==> src/rtl/instr_fetch_if.sv <==
// Instruction-memory request/acknowledge bus between the fetch unit (master) and imem (slave).
interface instr_fetch_if;
  logic        req;
  logic [31:0] addr;
  logic        ack;
  logic [31:0] rdata;

  modport master (output req, output addr, input ack, input rdata);
  modport slave  (input req, input addr, output ack, output rdata);
endinterface

==> src/rtl/instr_fetch.sv <==
// Instruction fetch / PC sequencer: BOOT -> FETCH -> EXEC loop with a terminal HALT.
// Optional macro FETCH_MISALIGN_TRAP_EN: misaligned next PC halts instead of being truncated.
module instr_fetch #(
  parameter logic [31:0] RESET_PC  = 32'h0000_0000,
  parameter logic [31:0] NOP_INSTR = 32'h0000_0013
) (
  input  logic         clk,
  input  logic         rst_n,
  instr_fetch_if.master imem,
  input  logic [2:0]   i_pc_imm,
  input  logic         i_op_illegal,
  input  logic         i_alu_zero,
  input  logic [31:0]  i_imm,
  input  logic [31:0]  i_jalr_base,
  output logic [31:0]  o_pc,
  output logic [31:0]  o_instr,
  output logic         o_instr_valid,
  output logic [6:0]   o_op_code,
  output logic [2:0]   o_funct3,
  output logic [6:0]   o_funct7,
  output logic [4:0]   o_rd,
  output logic [4:0]   o_rs1,
  output logic [4:0]   o_rs2,
  output logic         o_halted
);

  localparam logic [2:0] PC_IMM_0    = 3'd0;
  localparam logic [2:0] PC_IMM_4    = 3'd1;
  localparam logic [2:0] PC_IMM_BZ   = 3'd2;
  localparam logic [2:0] PC_IMM_BNZ  = 3'd3;
  localparam logic [2:0] PC_IMM_JAL  = 3'd4;
  localparam logic [2:0] PC_IMM_JALR = 3'd5;

  typedef enum logic [1:0] {S_BOOT, S_FETCH, S_EXEC, S_HALT} state_t;

  state_t      r_state, w_state_next;
  logic [31:0] r_pc, w_pc_next;
  logic [31:0] r_ir, w_ir_next;
  logic [31:0] w_pc_plus4, w_pc_rel, w_target, w_next_pc;
  logic        w_advance, w_misalign;

  assign w_pc_plus4 = r_pc + 32'd4;
  assign w_pc_rel   = r_pc + i_imm;

  always_comb begin
    w_advance = 1'b1;
    w_target  = w_pc_plus4;
    case (i_pc_imm)
      PC_IMM_4:    w_target = w_pc_plus4;
      PC_IMM_BZ:   w_target = i_alu_zero ? w_pc_rel : w_pc_plus4;
      PC_IMM_BNZ:  w_target = i_alu_zero ? w_pc_plus4 : w_pc_rel;
      PC_IMM_JAL:  w_target = w_pc_rel;
      PC_IMM_JALR: w_target = (i_jalr_base + i_imm) & ~32'h1;
      // PC_IMM_0 and unassigned codes hold the current instruction
      default:     w_advance = 1'b0;
    endcase
  end

`ifdef FETCH_MISALIGN_TRAP_EN
  assign w_misalign = (w_target[1:0] != 2'b00);
  assign w_next_pc  = w_target;
`else
  assign w_misalign = 1'b0;
  assign w_next_pc  = w_target & ~32'h3;
`endif

  always_ff @(posedge clk or negedge rst_n) begin
    if (!rst_n) begin
      r_state <= S_BOOT;
      r_pc    <= RESET_PC;
      r_ir    <= NOP_INSTR;
    end else begin
      r_state <= w_state_next;
      r_pc    <= w_pc_next;
      r_ir    <= w_ir_next;
    end
  end

  always_comb begin
    w_state_next = r_state;
    w_pc_next    = r_pc;
    w_ir_next    = r_ir;
    case (r_state)
      S_BOOT:  w_state_next = S_FETCH;
      S_FETCH: begin
        if (imem.ack) begin
          w_ir_next    = imem.rdata;
          w_state_next = S_EXEC;
        end
      end
      S_EXEC: begin
        if (i_op_illegal) begin
          w_state_next = S_HALT;
        end else if (w_advance) begin
          if (w_misalign) begin
            w_state_next = S_HALT;
          end else begin
            w_pc_next    = w_next_pc;
            w_state_next = S_FETCH;
          end
        end
      end
      default: w_state_next = S_HALT;
    endcase
  end

  // Request is a pure decode of state so an async reset drops it immediately
  assign imem.req      = (r_state == S_FETCH);
  assign imem.addr     = r_pc;
  assign o_pc          = r_pc;
  assign o_instr_valid = (r_state == S_EXEC);
  assign o_instr       = o_instr_valid ? r_ir : NOP_INSTR;
  assign o_halted      = (r_state == S_HALT);

  assign o_op_code = o_instr[6:0];
  assign o_rd      = o_instr[11:7];
  assign o_funct3  = o_instr[14:12];
  assign o_rs1     = o_instr[19:15];
  assign o_rs2     = o_instr[24:20];
  assign o_funct7  = o_instr[31:25];

endmodule
==> src/flat_wrapper.sv <==
// flat-port wrapper written by rule: the top's interface ports become plain ports
module instr_fetch_flat 
#(
  parameter logic [31:0] RESET_PC  = 32'h0000_0000,
  parameter logic [31:0] NOP_INSTR = 32'h0000_0013
)
  (clk, rst_n, i_pc_imm, i_op_illegal, i_alu_zero, i_imm, i_jalr_base, o_pc, o_instr, o_instr_valid, o_op_code, o_funct3, o_funct7, o_rd, o_rs1, o_rs2, o_halted, imem_req, imem_addr, imem_ack, imem_rdata);
  instr_fetch_if imem_i ();
  input  logic clk;
  input  logic rst_n;
  input  logic [2:0] i_pc_imm;
  input  logic i_op_illegal;
  input  logic i_alu_zero;
  input  logic [31:0] i_imm;
  input  logic [31:0] i_jalr_base;
  output logic [31:0] o_pc;
  output logic [31:0] o_instr;
  output logic o_instr_valid;
  output logic [6:0] o_op_code;
  output logic [2:0] o_funct3;
  output logic [6:0] o_funct7;
  output logic [4:0] o_rd;
  output logic [4:0] o_rs1;
  output logic [4:0] o_rs2;
  output logic o_halted;
  output wire logic [$bits(imem_i.req)-1:0] imem_req;
  output wire logic [$bits(imem_i.addr)-1:0] imem_addr;
  input wire logic [$bits(imem_i.ack)-1:0] imem_ack;
  input wire logic [$bits(imem_i.rdata)-1:0] imem_rdata;
  assign imem_req = imem_i.req;
  assign imem_addr = imem_i.addr;
  assign imem_i.ack = imem_ack;
  assign imem_i.rdata = imem_rdata;
  instr_fetch #(.RESET_PC(RESET_PC), .NOP_INSTR(NOP_INSTR)) u_core (.clk(clk), .rst_n(rst_n), .imem(imem_i), .i_pc_imm(i_pc_imm), .i_op_illegal(i_op_illegal), .i_alu_zero(i_alu_zero), .i_imm(i_imm), .i_jalr_base(i_jalr_base), .o_pc(o_pc), .o_instr(o_instr), .o_instr_valid(o_instr_valid), .o_op_code(o_op_code), .o_funct3(o_funct3), .o_funct7(o_funct7), .o_rd(o_rd), .o_rs1(o_rs1), .o_rs2(o_rs2), .o_halted(o_halted));
endmodule
==> config.mk <==
export PLATFORM = sky130hd
export DESIGN_NAME = instr_fetch_flat
export DESIGN_NICKNAME = d
export VERILOG_FILES = /design/src/rtl/instr_fetch_if.sv /design/src/rtl/instr_fetch.sv /design/src/flat_wrapper.sv
export SDC_FILE = /design/constraint.sdc
export NUM_CORES = 1
export LEC_CHECK = 0
export ABC_AREA = 1
export BUFFER_PORTS_ARGS = -buffer_cell sky130_fd_sc_hd__buf_2
export CAP_MARGIN = 20
export CORE_MARGIN = 2
export CORE_UTILIZATION = 48
export DETAILED_ROUTE_END_ITERATION = 10
export PLACE_DENSITY = 0.76
export SETUP_SLACK_MARGIN = 0.15
export SLEW_MARGIN = 25
export SYNTH_ARGS = -nofsm -noshare
export SYNTH_HDL_FRONTEND = slang
export SYNTH_SLANG_ARGS = --single-unit
==> constraint.sdc <==
create_clock -name clk -period 1.9 [get_ports clk]
set_clock_uncertainty 0.05 [all_clocks]
set_input_delay 0.095 -clock clk [delete_from_list [all_inputs] [get_ports clk]]
set_output_delay 0.095 -clock clk [all_outputs]
set_load 0.01 [all_outputs]
Yosys cells after proc, flatten, opt, wreduce, memory -nomap -nowiden
Cells that the tools add are included.
{"block": "op_classes", "add_sub_neg": 3, "n_eq_ne": 10, "muxes": 9, "bitwise_logic": 1, "reduce_logical": 5}
{"cell": "one-hot mux 32 bit (4 select lines)", "n": 1}
{"cell": "2-to-1 mux 32 bit", "n": 3}
{"cell": "adder 32 bit", "n": 2}
{"cell": "adder 32 x 3 -> 32 bit (second input constant)", "n": 1}
{"cell": "== test 3 x 2 -> 1 bit (second input constant)", "n": 2}
{"cell": "== test 3 bit (second input constant)", "n": 2}
{"cell": "2-to-1 mux 2 bit", "n": 3}
{"cell": "one-hot mux 2 bit (3 select lines)", "n": 1}
{"cell": "OR reduction 5 bit", "n": 1}
{"cell": "== test 2 bit (second input constant)", "n": 2}
{"cell": "AND reduction 2 bit", "n": 2}
{"cell": "== test 3 x 1 -> 1 bit (second input constant)", "n": 1}
{"cell": "!= test 3 bit (second input constant)", "n": 1}
{"cell": "AND reduction 3 bit", "n": 1}
{"cell": "== test 2 x 1 -> 1 bit (second input constant)", "n": 1}
{"cell": "logical NOT 2 bit", "n": 1}
{"cell": "!= test 2 x 1 -> 1 bit (second input constant)", "n": 1}
{"cell": "2-to-1 mux 1 bit", "n": 1}
{"cell": "NOT 1 bit", "n": 1}
{"block": "word_totals", "register_bits": 64, "inputBits": 104, "out_inout_bits": 131, "wordCells": 31}

Logic depth before layout (Yosys ltp)
{"block": "depth", "ltp_word": 6, "mapped_depth": 17}

Least setup slack after synthesis
Ideal clock, no wire load.
{"block": "synth_path", "kind": "register to register", "start": "register u_core.r_pc[2] (netlist: u_core.imem.addr[2])", "end": "register u_core.r_pc[18] (netlist: u_core.imem.addr[18])", "arrival_time_ps": 1967, "t_required_ps": 1733, "path_slack_ps": -234, "path_stages_with_launch": 18, "n_path_buf": 0, "period_less_slack_ps": 2134, "cell_sequence": "dfrtp_1 -> ha_1 -> inv_1 -> fa_1 -> inv_1 -> nand3_1 -> nand3_1 -> nand2_1 -> nand2_1 -> nand3_1 -> nand2_1 -> nand2_1 -> nand3_1 -> nand2_1 -> inv_1 -> nand2_1 -> nand2_1 -> nand2_1"}
{"block": "synth_between", "elab_chain_len": 3}
{"element": "from (decl)", "line": "instr_fetch.sv:37", "rtl": "logic [31:0] r_pc, w_pc_next;"}
{"element": "from (signal assigned)", "line": "instr_fetch.sv:74", "rtl": "r_pc <= w_pc_next;"}
{"element": "adder 32 bit / adder 32 x 3 -> 32 bit (equally long branches)", "line": "instr_fetch.sv:43, instr_fetch.sv:42"}
{"element": "2-to-1 mux 32 bit, on equally long branches", "line": "instr_fetch.sv:51, instr_fetch.sv:50"}
{"element": "one-hot mux 32 bit (4 select lines) *", "line": "instr_fetch.sv:48", "rtl": "case (i_pc_imm)"}
Every way passes the cells marked *; elsewhere a longest branch is shown, timed or not.
A chain may end at the register's enable or synchronous reset.

Worst setup path in the final report
{"block": "layout_path", "start": "register u_core.r_pc[2] (netlist: u_core.imem.addr[2])", "end": "register u_core.r_pc[6] (netlist: u_core.imem.addr[6])"}
The elaborated chain is that of the path after synthesis.

==> summary.md <==
| Metric | Value |
|---|---|
| Run status | `finished with violations` |
| Failing checks | `setup timing` |
| Final min period | `between 2000 and 2500 ps` |
| DR vias | `12471` |
| Synth area leader | `nand2_1` |
| Ys Warns | `0` |
| Worst skew pair latency | `~350 ps` |
| Startpoint types | `register` |
| Peak VDD IR | `0.00126 V` |
| Input/output buffers | `between 200 and 250` |
| Clk buf depth | `2` |
| Total GRT Usage | `0.355` |
| DRC violations left | `0` |
| Count leader, synth | `nand2_1` |
| Final Cell Area | `about 14000 um^2` |
| Crit-path cells | `ha_4 -> inv_2 -> fa_2 -> inv_2 -> nand3_2 -> nand3_4 -> buf_4 -> buf_4 -> a21oi_1 -> o21ai_1 -> o2111ai_1 -> o21ai_1 -> inv_1` |
| Seq/Total Area, Yosys | `0.178` |
| CTS tree | `done` |
| Top-area cell type share of the netlist area | `0.233` |
| Synthesized instance count | `about 1600` |
| WP data required | `2080 ps` |
| Clock slew at reported path FFs | `roughly 70 ps` |
| Final Hold Viols | `0` |
| Final Util | `0.727` |
| Crit Path Class | `register to register` |
| CTS root buf | `clkbuf_16` |
| Gpl congestion | `between 1 and 1.5` |
| Congestion Overflow GR | `0` |
| Slew Limit Fails | `0` |
| Ys async rst share | `1.00` |
| CP Max Fanout | `4` |
| Via density | `~5.6` |
| Worst hold path class | `input pin to register` |
| EDFF count, synth | `0` |
| Synth cell count leaders | `nand2_1, inv_1, nor2_1` |
| Nets@finish | `between 2000 and 2500` |
| Chip Height | `roughly 140 um` |
| Combinational power share | `0.702` |
| Critical Path AT | `about 2300 ps` |
| WL per Instance | `about 18 um` |
| Drt pass-1 iters | `6` |
| Max Freq | `approximately 470 MHz` |
| RSZ-0062 raised after global routing | `true` |
| Clock buffer count from CTS | `9` |
| Area contributors post-synth | `nand2_1, dfrtp_1, inv_1` |
| First-pass GRT wire length | `between 50 and 60 mm` |
| 1st-iter DRT viols | `~1400` |
| Cell area after synthesis | `between 9000 and 10000 um^2` |
| Number of top-level pins | `roughly 240` |
| Seq cells post-synth | `64` |
| Switching power | `7.25 mW` |
| Post-route setup TNS | `-3240 ps` |
| Element type at the critical path end | `register` |
| Int Pwr | `roughly 7.4 mW` |
| Initial Util | `0.485` |
| Register-to-Register Setup Slack | `-220 ps` |
| Top FF cell, synth | `dfrtp_1` |
| Crit-path max cell delay | `roughly 400 ps` |
| Post-DRT Antenna Nets | `0` |
| CP max-delay cell | `dfrtp_2` |
| Avg Cell Area, Syn | `roughly 5.6 um^2` |
| H-tree depth | `3` |
| Clock power frac | `0.124` |
| Post-route setup slack | `-219 ps` |
| WL final | `about 40 mm` |
| WHS | `roughly 65 ps` |
| Cell Rows | `50` |
| Max-capacitance violation count | `0` |
| Core footprint | `~19000 um^2` |
| P&R area growth vs syn | `49.8%` |
| Number of setup violations in the final report | `28` |
| Clk sink count | `64` |
| Area after DPL | `11500 um^2` |
| Sw Ratio | `0.497` |
| Initial antenna violation count | `0` |
| Largest net degree at the start of global routing | `65` |
| Vias in the first global route | `~11000` |
| Yosys cell types | `50` |
| Layout cell share with drive strength beyond 1 | `0.369` |
| Flop pwr share | `0.175` |
| Die X-Extent | `between 100 and 150 um` |
| ANT cells | `0` |
| Final period util | `1.12` |
| DIE AREA | `approximately 20000 um^2` |
| DP HPWL | `roughly 26 mm` |
| Pwr dens | `approximately 1100 nW/um^2` |
| Leak Pwr | `between 7 and 8 nW` |
worst paths after layout:
kind / start / end / cells after the start
setup / recovery: u_core.imem.addr[2] / u_core.imem.addr[6] / 13
hold / removal: imem_ack / u_core.r_state[1] / 3
setup reg to reg: u_core.imem.addr[2] / u_core.imem.addr[6] / 13
hold reg to reg: u_core.r_ir[0] / u_core.r_ir[0] / 2
max in group asynchronous: rst_n / u_core.r_ir[0] / 3
min in group asynchronous: rst_n / u_core.imem.addr[31] / 3
kinds of logic after synthesis:
logic type	synth area share
AND/OR/NAND/NOR	0.430
other	0.000416
flip-flops	0.178
adder cells (fa/ha/maj)	0.0855
XOR/XNOR	0.0126
AO/OA/AOI/OAI	0.108
buffers and inverters	0.185
state kept, by name (all words and copies together), names as in the netlist:
signal	cells
u_core.r_state	2
u_core.r_ir	32
u_core.imem.addr	30
layout by cell type, fill, tap and decap left out, types with 9 or more instances in the layout:
cell	n
a21oi_1	54
o21ai_0	48
nand3_4	9
ha_1	32
dfrtp_1	40
nor2_4	23
buf_4	169
nand2_4	23
a21oi_2	18
buf_2	230
buf_6	22
dlygate4sd3_1	34
nand3_1	82
inv_1	262
o21ai_1	18
clkbuf_16	11
xor2_1	11
nor3_1	12
nand3b_1	15
nand3_2	19
inv_2	20
ha_4	28
nand4_1	14
nand2_1	479
nand2_2	64
nor2_2	39
nor2_1	116
dfrtp_2	21
o21bai_1	9
per-layer routing:
layer,track usage,vias to the layer above,routed length (um)
met3,0.0550,254,3920
met2,0.588,902,18000
met1,0.439,5570,14600
li1,-,5745,-
met4,0.199,0,3460
met5,0,-,0
critical path, delay by kind of cell, from the launching register on:
kind	cells	cell delay, ps
adders and majority gates	2	520
AOI/OAI and AO/OA	4	430
buffers and inverters	5	410
DFF	1	400
and+or+nand+nor	2	190
layout make-up:
cell class,count,area [um^2]
fillers,1411,5070
well taps,234,293
clock buffers,10,239
repair buffers,464,3200
inverters,286,1080
clock inverters,6,67.6
multi-input cells,1177,7000
flip-flops and latches,64,1630
what timing repair did:
| action | in CTS | in global routing |
|---|---|---|
| hold buffers | 34 | 0 |
| resized for setup | 164 | 125 |
| gates cloned | 0 | 2 |
| setup buffers | 19 | 20 |
| endpoints found under the setup margin | 33 | 44 |
| pin swaps | 72 | 60 |
| endpoints found under the hold margin | 94 | 0 |
power by group through the flow:
stage	logic, mW	registers (mW)	clock network, mW
after floorplan	4.50	2.75	0
after global placement	7.58	2.46	0
after detailed placement	7.70	2.48	0
after CTS	8.88	2.49	1.78
after global routing	11.0	2.59	1.84
final	10.2	2.55	1.80
stage by stage:
step	power, mW	cells	setup WS (ps)
after floorplan	7.25	1615	-23.8
after global placement	10.0	2150	-100
after detailed placement	10.2	2150	-137
after CTS	13.1	2219	-79.6
after global routing	15.4	2241	-286
final	14.6	2241	-219
(Power assumes the default switching activity.)
